[src/rtl/mm_gelu_layer_sched_pkg.sv]
// Shared definitions for the mm_gelu layer scheduler: FSM state type and
// derived width helpers used by the scheduler and its parameter file.
package mm_gelu_layer_sched_pkg;

  typedef enum logic [1:0] {
    IDLE,
    LOAD,
    RUN
  } sched_state_e;

  // Layer index width; a single-layer build still gets a 1-bit index.
  function automatic int calc_lw(input int layers);
    return (layers > 1) ? $clog2(layers) : 1;
  endfunction

  // Slice counter width; one extra bit so SLICES itself is representable.
  function automatic int calc_sw(input int slices);
    return $clog2(slices) + 1;
  endfunction

endpackage

[src/rtl/mm_gelu_param_rf.sv]
// Per-layer requantization parameter store: one bank for out_m, one for
// out_e. Single write port, one registered read that returns both words.
// Storage is never reset; only the read registers are.
module mm_gelu_param_rf
  import mm_gelu_layer_sched_pkg::*;
#(
  parameter int D_W_ACC = 32,
  parameter int LAYERS  = 12,
  parameter int LW      = calc_lw(LAYERS)
) (
  input  logic                    clk,
  input  logic                    rst,
  input  logic                    wr_en,
  input  logic                    wr_sel,
  input  logic [LW-1:0]           wr_addr,
  input  logic [D_W_ACC-1:0]      wr_data,
  input  logic                    rd_en,
  input  logic [LW-1:0]           rd_addr,
  output logic [1:0][D_W_ACC-1:0] rd_data
);

  localparam logic [LW-1:0] LAST_ADDR = LW'(LAYERS - 1);

  genvar gi;
  generate
    for (gi = 0; gi < 2; gi++) begin : g_bank
      logic [D_W_ACC-1:0] mem [LAYERS];
      logic [D_W_ACC-1:0] rd_reg;

      // Write port: bank chosen by wr_sel, out-of-range slots are dropped.
      always_ff @(posedge clk) begin
        if (wr_en && (wr_sel == 1'(gi)) && (wr_addr <= LAST_ADDR)) begin
          mem[wr_addr] <= wr_data;
        end
      end

      // Registered read; a same-edge write to this slot returns the old word.
      always_ff @(posedge clk) begin
        if (rst) begin
          rd_reg <= '0;
        end else if (rd_en && (rd_addr <= LAST_ADDR)) begin
          rd_reg <= mem[rd_addr];
        end
      end

      assign rd_data[gi] = rd_reg;
    end
  endgenerate

endmodule

[src/rtl/mm_gelu_layer_sched.sv]
// Layer/slice scheduler for the mm_gelu datapath. At the start of each layer
// it streams that layer's out_m/out_e words as single-beat packets, then
// counts output slices and guards each one with a watchdog.
module mm_gelu_layer_sched
  import mm_gelu_layer_sched_pkg::*;
#(
  parameter  int D_W_ACC   = 32,
  parameter  int LAYERS    = 12,
  parameter  int SLICES    = 1,
  parameter  int TIMEOUT_W = 32,
  localparam int LW        = calc_lw(LAYERS),
  localparam int SW        = calc_sw(SLICES)
) (
  input  logic                 clk,
  input  logic                 rst,
  input  logic                 start,
  input  logic [LW-1:0]        first_layer,
  input  logic [LW:0]          num_layers,
  input  logic [TIMEOUT_W-1:0] timeout_limit,
  input  logic                 cfg_we,
  input  logic                 cfg_sel,
  input  logic [LW-1:0]        cfg_addr,
  input  logic [D_W_ACC-1:0]   cfg_data,
  output logic                 out_m_tvalid,
  output logic [D_W_ACC-1:0]   out_m_tdata,
  output logic                 out_m_tlast,
  input  logic                 out_m_tready,
  output logic                 out_e_tvalid,
  output logic [D_W_ACC-1:0]   out_e_tdata,
  output logic                 out_e_tlast,
  input  logic                 out_e_tready,
  input  logic                 res_tvalid,
  input  logic                 res_tlast,
  output logic [LW-1:0]        layer,
  output logic [SW-1:0]        slice_cntr,
  output logic                 busy,
  output logic                 done,
  output logic                 err_timeout
);

  localparam logic [LW-1:0] LAST_LAYER = LW'(LAYERS - 1);
  localparam logic [SW-1:0] SLICE_LAST = SW'(SLICES - 1);
  localparam logic [LW:0]   ONE_LAYER  = (LW + 1)'(1);

  sched_state_e         state_reg, state_next;
  logic                 load_entry_reg, load_entry_next;
  logic                 m_valid_reg, m_valid_next;
  logic                 e_valid_reg, e_valid_next;
  logic [LW-1:0]        layer_reg, layer_next;
  logic [SW-1:0]        slice_reg, slice_next;
  logic [LW:0]          remain_reg, remain_next;
  logic [TIMEOUT_W-1:0] wdog_reg, wdog_next;
  logic [TIMEOUT_W-1:0] limit_reg, limit_next;
  logic                 done_reg, done_next;
  logic                 err_reg, err_next;

  logic                    rd_en;
  logic [1:0][D_W_ACC-1:0] rd_data;
  logic                    m_hs;
  logic                    e_hs;
  logic                    slice_evt;

  // The parameter words are fetched once, in the first cycle of LOAD.
  assign rd_en = (state_reg == LOAD) && load_entry_reg;

  mm_gelu_param_rf #(
    .D_W_ACC (D_W_ACC),
    .LAYERS  (LAYERS),
    .LW      (LW)
  ) u_param_rf (
    .clk     (clk),
    .rst     (rst),
    .wr_en   (cfg_we),
    .wr_sel  (cfg_sel),
    .wr_addr (cfg_addr),
    .wr_data (cfg_data),
    .rd_en   (rd_en),
    .rd_addr (layer_reg),
    .rd_data (rd_data)
  );

  assign m_hs      = m_valid_reg & out_m_tready;
  assign e_hs      = e_valid_reg & out_e_tready;
  assign slice_evt = res_tvalid & res_tlast;

  // State and datapath registers.
  always_ff @(posedge clk) begin
    if (rst) begin
      state_reg      <= IDLE;
      load_entry_reg <= 1'b0;
      m_valid_reg    <= 1'b0;
      e_valid_reg    <= 1'b0;
      layer_reg      <= '0;
      slice_reg      <= '0;
      remain_reg     <= '0;
      wdog_reg       <= '0;
      limit_reg      <= '0;
      done_reg       <= 1'b0;
      err_reg        <= 1'b0;
    end else begin
      state_reg      <= state_next;
      load_entry_reg <= load_entry_next;
      m_valid_reg    <= m_valid_next;
      e_valid_reg    <= e_valid_next;
      layer_reg      <= layer_next;
      slice_reg      <= slice_next;
      remain_reg     <= remain_next;
      wdog_reg       <= wdog_next;
      limit_reg      <= limit_next;
      done_reg       <= done_next;
      err_reg        <= err_next;
    end
  end

  // Next-state logic: run setup, parameter handshakes, slice/layer
  // accounting and the per-slice watchdog.
  always_comb begin
    state_next      = state_reg;
    load_entry_next = load_entry_reg;
    m_valid_next    = m_valid_reg;
    e_valid_next    = e_valid_reg;
    layer_next      = layer_reg;
    slice_next      = slice_reg;
    remain_next     = remain_reg;
    wdog_next       = wdog_reg;
    limit_next      = limit_reg;
    done_next       = 1'b0;
    err_next        = err_reg;

    case (state_reg)
      IDLE: begin
        if (start) begin
          err_next = 1'b0;
          if (num_layers == '0) begin
            done_next = 1'b1;
          end else begin
            state_next      = LOAD;
            load_entry_next = 1'b1;
            layer_next      = first_layer;
            remain_next     = num_layers;
            limit_next      = timeout_limit;
            slice_next      = '0;
          end
        end
      end

      LOAD: begin
        if (load_entry_reg) begin
          // Read is in flight this cycle; present both beats next cycle.
          load_entry_next = 1'b0;
          m_valid_next    = 1'b1;
          e_valid_next    = 1'b1;
        end else begin
          if (m_hs) m_valid_next = 1'b0;
          if (e_hs) e_valid_next = 1'b0;
          if ((!m_valid_reg || m_hs) && (!e_valid_reg || e_hs)) begin
            state_next = RUN;
            wdog_next  = '0;
          end
        end
      end

      RUN: begin
        if (slice_evt) begin
          // A completion always beats a simultaneous watchdog expiry.
          wdog_next = '0;
          if (slice_reg == SLICE_LAST) begin
            slice_next = '0;
            if (remain_reg == ONE_LAYER) begin
              state_next  = IDLE;
              remain_next = '0;
              done_next   = 1'b1;
            end else begin
              remain_next     = remain_reg - 1'b1;
              layer_next      = (layer_reg == LAST_LAYER) ? '0 : layer_reg + 1'b1;
              state_next      = LOAD;
              load_entry_next = 1'b1;
            end
          end else begin
            slice_next = slice_reg + 1'b1;
          end
        end else if ((limit_reg != '0) && (wdog_reg == limit_reg - 1'b1)) begin
          state_next = IDLE;
          slice_next = '0;
          done_next  = 1'b1;
          err_next   = 1'b1;
        end else begin
          wdog_next = wdog_reg + 1'b1;
        end
      end

      default: begin
        state_next = IDLE;
      end
    endcase
  end

  assign out_m_tvalid = m_valid_reg;
  assign out_m_tlast  = m_valid_reg;
  assign out_m_tdata  = rd_data[0];
  assign out_e_tvalid = e_valid_reg;
  assign out_e_tlast  = e_valid_reg;
  assign out_e_tdata  = rd_data[1];
  assign layer        = layer_reg;
  assign slice_cntr   = slice_reg;
  assign busy         = (state_reg != IDLE);
  assign done         = done_reg;
  assign err_timeout  = err_reg;

endmodule

[config.mk]
export PLATFORM = sky130hd
export DESIGN_NAME = mm_gelu_layer_sched
export DESIGN_NICKNAME = d
export VERILOG_FILES = /design/src/rtl/mm_gelu_layer_sched_pkg.sv /design/src/rtl/mm_gelu_param_rf.sv /design/src/rtl/mm_gelu_layer_sched.sv
export SDC_FILE = /design/constraint.sdc
export NUM_CORES = 1
export LEC_CHECK = 0
export CAP_MARGIN = 20
export CORE_MARGIN = 2
export CORE_UTILIZATION = 50
export DETAILED_ROUTE_END_ITERATION = 10
export GPL_TIMING_DRIVEN = 0
export PLACE_DENSITY = 0.81
export SETUP_SLACK_MARGIN = 0.1
export SYNTH_ARGS = -nofsm -noshare
export SYNTH_HDL_FRONTEND = slang
export SYNTH_SLANG_ARGS = --single-unit
[constraint.sdc]
create_clock -name clk -period 3.7 [get_ports clk]
set_input_delay 0.555 -clock clk [delete_from_list [all_inputs] [get_ports clk]]
set_output_delay 0.555 -clock clk [all_outputs]
set_load 0.01 [all_outputs]
==> metrics, run 1 <==
Hold Fails Final Rpt 0; Num CTS Buffers 88; Power Dens Cells 538 nW/um^2; number of global-route vias before repair 23400; part of the power in registers 48.2%; Mapped Area 36500 sq um; post-route insts no fill 3594; Setup crit start limit_reg[11]; final cycle utilization of the critical path 102%; Rel. slew slack 21.7%; Initial Util 50.2%; outcome finished with violations; power share of the clock group 39.0%; skew final 0.0654 ns; total leakage power 13.9 nW; CTS tree yes; 1st-iter DRT viols 3311; fraction of registers with async set/reset 0%; RSZ-0062 raised after global routing true; initial antenna violation count 2; H-Tree Depth 3; clock tree buffer depth 3; WP data required 4.29 ns; worst-case reg-to-reg path depth 13; clk_lat worst skew 0.68 ns; post-route ant nets 0; r2r endpoint wdog_reg[29]; share of layout cells above drive strength 1 20.3%; #FFs+latches synth 912; first-pass GRT wire length 151000 um; DR WL/cell 28.9 um; final weighted congestion in routability-driven placement 0.891; routed length on met1 35800 um; setup ws final -0.0716 ns; vias 22900; Die ar. 75100 sq um; dpl cells 3389; slew of the pin with the lowest slew margin 1.17 ns; die width 274 um; area delta synth->final 21.0%; CTS root buffer clkbuf_16; Slew Viols, Final 0; Pint 17.8 mW; Gate Count Post-Synth 2243; crit path launch type register; DRC 0; Final HPWL DP 62800 um; Max VDD drop 0.000470 V; Met3 Routed Length 10600 um; synthesis warning total 0; Avg Vias per Cell 6.38; Clk pin slew, worst setup/hold paths 0.06 ns; number of flops mapped to enable cells by yosys 768; nets@finish 2650; Largest register FFs 768; Top Layer Used met4; port bufs 160; Die H 274 um; CP endpoint wdog_reg[29]; HP Class reg -> reg; gr usage total 27.6%; Top Ports 162; post-synth net total 2335; final hold slack 0.454 ns; Final min period 3.77 ns; drt first pass iters 8; core area 72600 sq um; Yosys cell types 76; post-synthesis sequential area ratio 71.1%; sw power 5.93 mW; predominant post-synthesis flop cell edfxtp_1; crit path kind reg -> reg; final core utilization 60.8%; Worst Path Max Fanout 7; violations in the final reports negative setup slack; largest net degree at the start of global routing 25; final setup violating endpoints 4; Rows 99; total grt overflow 0; WL final 104000 um; combinational power share 12.8%; Fmax achieved 265 MHz; Data arrival, critical path 4.36 ns; Sw Share 25.0%; Reg2Reg Setup Slack -0.07 ns; Avg Cell Area, Syn 16.3 sq um; CTS Sinks 912; Reg-to-Reg Start limit_reg[11]; met2 wire len 53200 um; CP Capture Type register; Max-Cap Viols 0
cell families (layout without fill, tap and decap cells):
group,after synthesis,in the layout,share of synthesized area (%)
xor gates and xnor gates,39,39,0.937
adders and majority gates,6,6,0.206
buffers and inverters,159,550,1.75
AOI/OAI and AO/OA,302,302,4.99
muxes,269,269,14.0
and+or+nand+nor,555,555,6.99
other,1,2,0.0103
DFF,912,912,71.1
worst max-delay path, stage by stage, from the launching register on:
cell       delay [ns]
dfxtp_2          0.32
or4_4            0.52
buf_6            0.15
or4_4            0.48
buf_8            0.15
o311a_1          0.31
o41ai_2          0.27
nand2_1          0.17
o21a_4           0.17
a41o_4           0.27
buf_8            0.14
buf_6            0.11
a2111oi_4        0.39
mux2i_1          0.23
layer usage:
| layer | track usage [%] | up-vias |
|---|---|---|
| li1 | - | 9402 |
| met1 | 34.1 | 11600 |
| met2 | 47.9 | 1631 |
| met3 | 5.66 | 321 |
| met4 | 10.5 | 0 |
| met5 | 0 | - |
stage by stage:
step	instance area [sq um]	worst slack, ns	TNS, ns	power (mW)
5_1_grt	44100	-0.149	-1.63	24.3
4_1_cts	43800	-0.0515	-0.130	23.7
3_3_place_gp	39300	-1.03	-700.92	14.2
3_5_place_dp	40000	-1.06	-30.56	14.3
2_1_floorplan	36500	0.0868	0	13.3
6_report	44100	-0.0716	-0.120	23.8
synthesized netlist by cell type, drive strengths merged, types with 13 or more instances:
library cell / number / area [sq um]
edfxtp: 768 / 23100
nand2: 316 / 1190
mux4: 192 / 4320
dfxtp: 144 / 2880
a21oi: 132 / 661
clkbuf: 94 / 353
o21ai: 86 / 430
mux2i: 76 / 761
nor2: 63 / 236
buf: 43 / 204
nand3: 27 / 135
nor4: 27 / 190
xnor2: 25 / 219
nor3: 23 / 115
inv: 21 / 78.8
nand2b: 20 / 125
xor2: 14 / 123
and3: 13 / 81.3
nand4: 13 / 81.3
how the worst min path moves through the flow:
stage	startpoint	to	slack [ns]	cells after the start
2_1_floorplan	limit_reg[1]	limit_reg[1]	0.46	2
3_3_place_gp	u_param_rf.g_bank[0].rd_reg[20]	u_param_rf.g_bank[0].rd_reg[20]	0.45	2
3_5_place_dp	u_param_rf.g_bank[1].rd_reg[11]	u_param_rf.g_bank[1].rd_reg[11]	0.45	2
4_1_cts	timeout_limit[22]	limit_reg[22]	0.43	3
5_1_grt	timeout_limit[15]	limit_reg[15]	0.46	3
6_report	u_param_rf.g_bank[0].rd_reg[9]	u_param_rf.g_bank[0].rd_reg[9]	0.45	2
power groups by stage:
stage | logic [mW] | clock network, mW | registers (mW)
floorplan | 1.67 | 0 | 11.6
global placement | 2.54 | 0 | 11.6
detailed placement | 2.66 | 0 | 11.6
CTS | 2.94 | 9.30 | 11.4
global route | 3.22 | 9.67 | 11.5
finish | 3.05 | 9.27 | 11.4
area by class of cell:
class                   instances  area [sq um]
multi-input cells            1172         10700
flip-flops and latches        912         26000
fillers                      5004         28400
inverters                      22          82.6
repair buffers                227          2560
plain buffers                 135           663
clock inverters                48           552
clock buffers                 118          2440
well taps                     959          1200
diodes                          1          2.50
layout by cell type (no fill, tap or decap), types with 8 or more instances in the layout:
cell	count
buf_6	13
clkinv_1	18
buf_1	26
nand2b_1	19
clkbuf_8	10
inv_1	20
nand2_1	316
bufinv_16	8
a21oi_2	10
clkbuf_16	90
mux4_2	192
a21oi_1	118
edfxtp_1	768
mux2i_1	74
or4_4	9
nor4_1	16
nor3_1	18
buf_12	20
o21ai_0	78
dfxtp_1	136
or3_1	8
buf_8	11
nor2b_1	9
and3_1	13
nand3_1	23
clkinv_2	11
nand4_1	13
nor2_4	26
nor4_4	10
clkdlybuf4s50_1	160
xor2_1	13
nor2_1	37
xnor2_1	24
clkbuf_1	104
buf_4	27
what timing repair did:
| action | 4_1_cts | 5_1_grt |
|---|---|---|
| hold buffers | 0 | 0 |
| setup endpoints to repair | 86 | 44 |
| pin swaps | 54 | 37 |
| gates resized for setup | 119 | 58 |
| gates cloned | 3 | 0 |
| buffers inserted | 26 | 9 |
Power figures use the tool's default switching activity.
==> run 2, diff against run 1 <==
- SETUP_SLACK_MARGIN: 0.1 -> unset
==> run 2 against run 1 <==
The flow now finishes without violations. Cell count fell by 0.36%. Via count fell by 0.39%. Design area fell by 0.90%. Total power fell by 0.37%. Setup slack improved by 0.12 ns. Combinational power fell by 2%. Non-clock buffer count fell by 15. Routed wire length rose by 1.1%. Sequential power barely moved. Clock skew fell by 0.0012 ns. First-iteration DRC count fell by 12%. Critical path depth fell by 2. Largest cell class unchanged. Largest power group unchanged.
==> metrics, run 2 (synthesis results as in run 1) <==
Initial Util 50.2% (unchanged); Slew Viols, Final 0 (unchanged); Max VDD drop 0.000526 V (+12%); DR WL/cell 29.3 um (+1.4%); total grt overflow 0 (unchanged); initial antenna violation count 3 (+1); most frequent CP cell or4_4; clk_lat worst skew 0.67 ns (about the same); dpl cells 3388 (-0.030%); setup ws final 0.0529 ns (+0.124 ns); Clk pin slew, worst setup/hold paths 0.06 ns (about the same); PnR Total Power 23.7 mW (-0.37%); Post-CTS Hold Fix Bufs 0 (unchanged); nets@finish 2636 (-0.53%); slew of the pin with the lowest slew margin 1.23 ns (+0.0602 ns); Reg2Reg Setup Slack 0.05 ns (+0.12 ns); vias 22800 (-0.39%); Rows 99 (unchanged); largest net degree at the start of global routing 25 (unchanged); CP max-delay cell or4_4; CTS root buffer clkbuf_16; area delta synth->final 19.9%; Data arrival, critical path 4.18 ns (-0.18 ns); final weighted congestion in routability-driven placement 0.877 (-1.6%); DRC 0 (unchanged); CTS tree yes; H-Tree Depth 3 (unchanged); Worst Path Max Fanout 8 (+1); die width 274 um (unchanged); Max-Cap Viols 0 (unchanged); drt first pass iters 5 (-3); HP Class reg -> reg; Avg Vias per Cell 6.38 (about the same); Final HPWL DP 62000 um (-1.3%); CTS Sinks 912 (unchanged); Fmax achieved 274 MHz (+3.4%); clock tree buffer depth 3 (unchanged); port bufs 160 (unchanged); most common cell after layout, fill and taps aside edfxtp_1; Final min period 3.65 ns (-0.124 ns); Hold Fails Final Rpt 0 (unchanged); post-route ant nets 0 (unchanged); Largest register FFs 768 (unchanged); fill count 5032 (+0.56%); Die ar. 75100 sq um (unchanged); Top Ports 162 (unchanged); skew final 0.0642 ns (-0.00121 ns); core area 72600 sq um (unchanged); Num CTS Buffers 89 (+1.1%); Critical Path, Cell by Cell or4_4, or4_4, a2bb2oi_4, nor4_2, nand4_1, nor4_4, a41o_4, buf_6, clkbuf_16, a21oi_4, nor3_2; final cycle utilization of the critical path 98.6% (-3.4 points); RSZ-0062 raised after global routing true; dpl ws -1.05 ns (+0.0135 ns); crit path kind reg -> reg; post-route insts no fill 3581 (-0.36%); gr usage total 27.5% (-0.11 points); WP data required 4.23 ns (-0.06 ns); final setup violating endpoints 0 (-4); 1st-iter DRT viols 2916 (-12%); Power Dens Cells 541 nW/um^2 (+0.54%); most frequent cells in the layout edfxtp_1, nand2_1, mux4_2; WL final 105000 um (+1.1%); CP Capture Type register; Rel. slew slack 17.7% (-4.0 points); total leakage power 13.8 nW (-0.94%); first-pass GRT wire length 150000 um (-0.67%); share of layout cells above drive strength 1 19.4% (-0.85 points); number of global-route vias before repair 23300 (-0.22%); Die H 274 um (unchanged); outcome finished clean; critical path's largest stage delay 0.65 ns (+0.13 ns); crit path launch type register
[run 2: timing repair]
| action | 4_1_cts | 5_1_grt |
|---|---|---|
| gates cloned | 1 | 2 |
| buffers inserted | 12 | 13 |
| endpoints found under the setup margin | 40 | 68 |
| pin swaps | 18 | 31 |
| resized for setup | 42 | 74 |
[run 2: cell type report]
type                    instances  area (sq um)  area share (%)
flip-flops and latches        912         26000            59.3
plain buffers                 127           542            1.24
well taps                     959          1200            2.74
clock buffers                 127          2560            5.86
clock inverters                41           457            1.04
multi-input cells            1172         10500            24.0
diodes                          1          2.50         0.00572
inverters                      22          85.1           0.195
repair buffers                220          2450            5.61
[run 2: stage by stage]
step	cell area [sq um]	setup TNS [ns]	hold slack (ns)	utilization [%]
after floorplan	36500	0	0.459	-
after global placement	39300	-683.41	0.447	54.1
after detailed placement	40000	-29.48	0.450	55.1
after CTS	43200	0	0.448	59.6
after global routing	43700	-0.237	0.480	60.3
final	43700	0	0.456	60.3
[run 2: path summary, 6_finish.rpt]
path                                                       from                               to  cells past startpoint
worst max-delay path                              limit_reg[11]                      wdog_reg[8]                     11
worst min-delay path            u_param_rf.g_bank[1].rd_reg[30]  u_param_rf.g_bank[1].rd_reg[30]                      2
worst max register to register                    limit_reg[11]                      wdog_reg[8]                     11
worst min register to register  u_param_rf.g_bank[1].rd_reg[30]  u_param_rf.g_bank[1].rd_reg[30]                      2
[run 2: where the power goes]
part / switching [mW] / leakage, nW / internal, mW
Sequential: 0.135 / 8.09 / 11.3
Clock: 4.07 / 1.46 / 5.18
Combinational: 1.74 / 4.25 / 1.24
[run 2: routing by layer]
metal	vias up	GRT usage, %	part of all wire, %
li1	9369	-	-
met1	11500	33.7	34
met2	1699	47.6	51
met3	299	5.30	10
met4	2	11.9	4.2
met5	-	0	0.010
[run 2: worst max-delay path: cells and delay by family, from the launching register on]
family	cells	cell delay (ns)
AOI/OAI and AO/OA	3	0.57
DFF	1	0.33
and+or+nand+nor	6	2.35
buffers and inverters	2	0.29
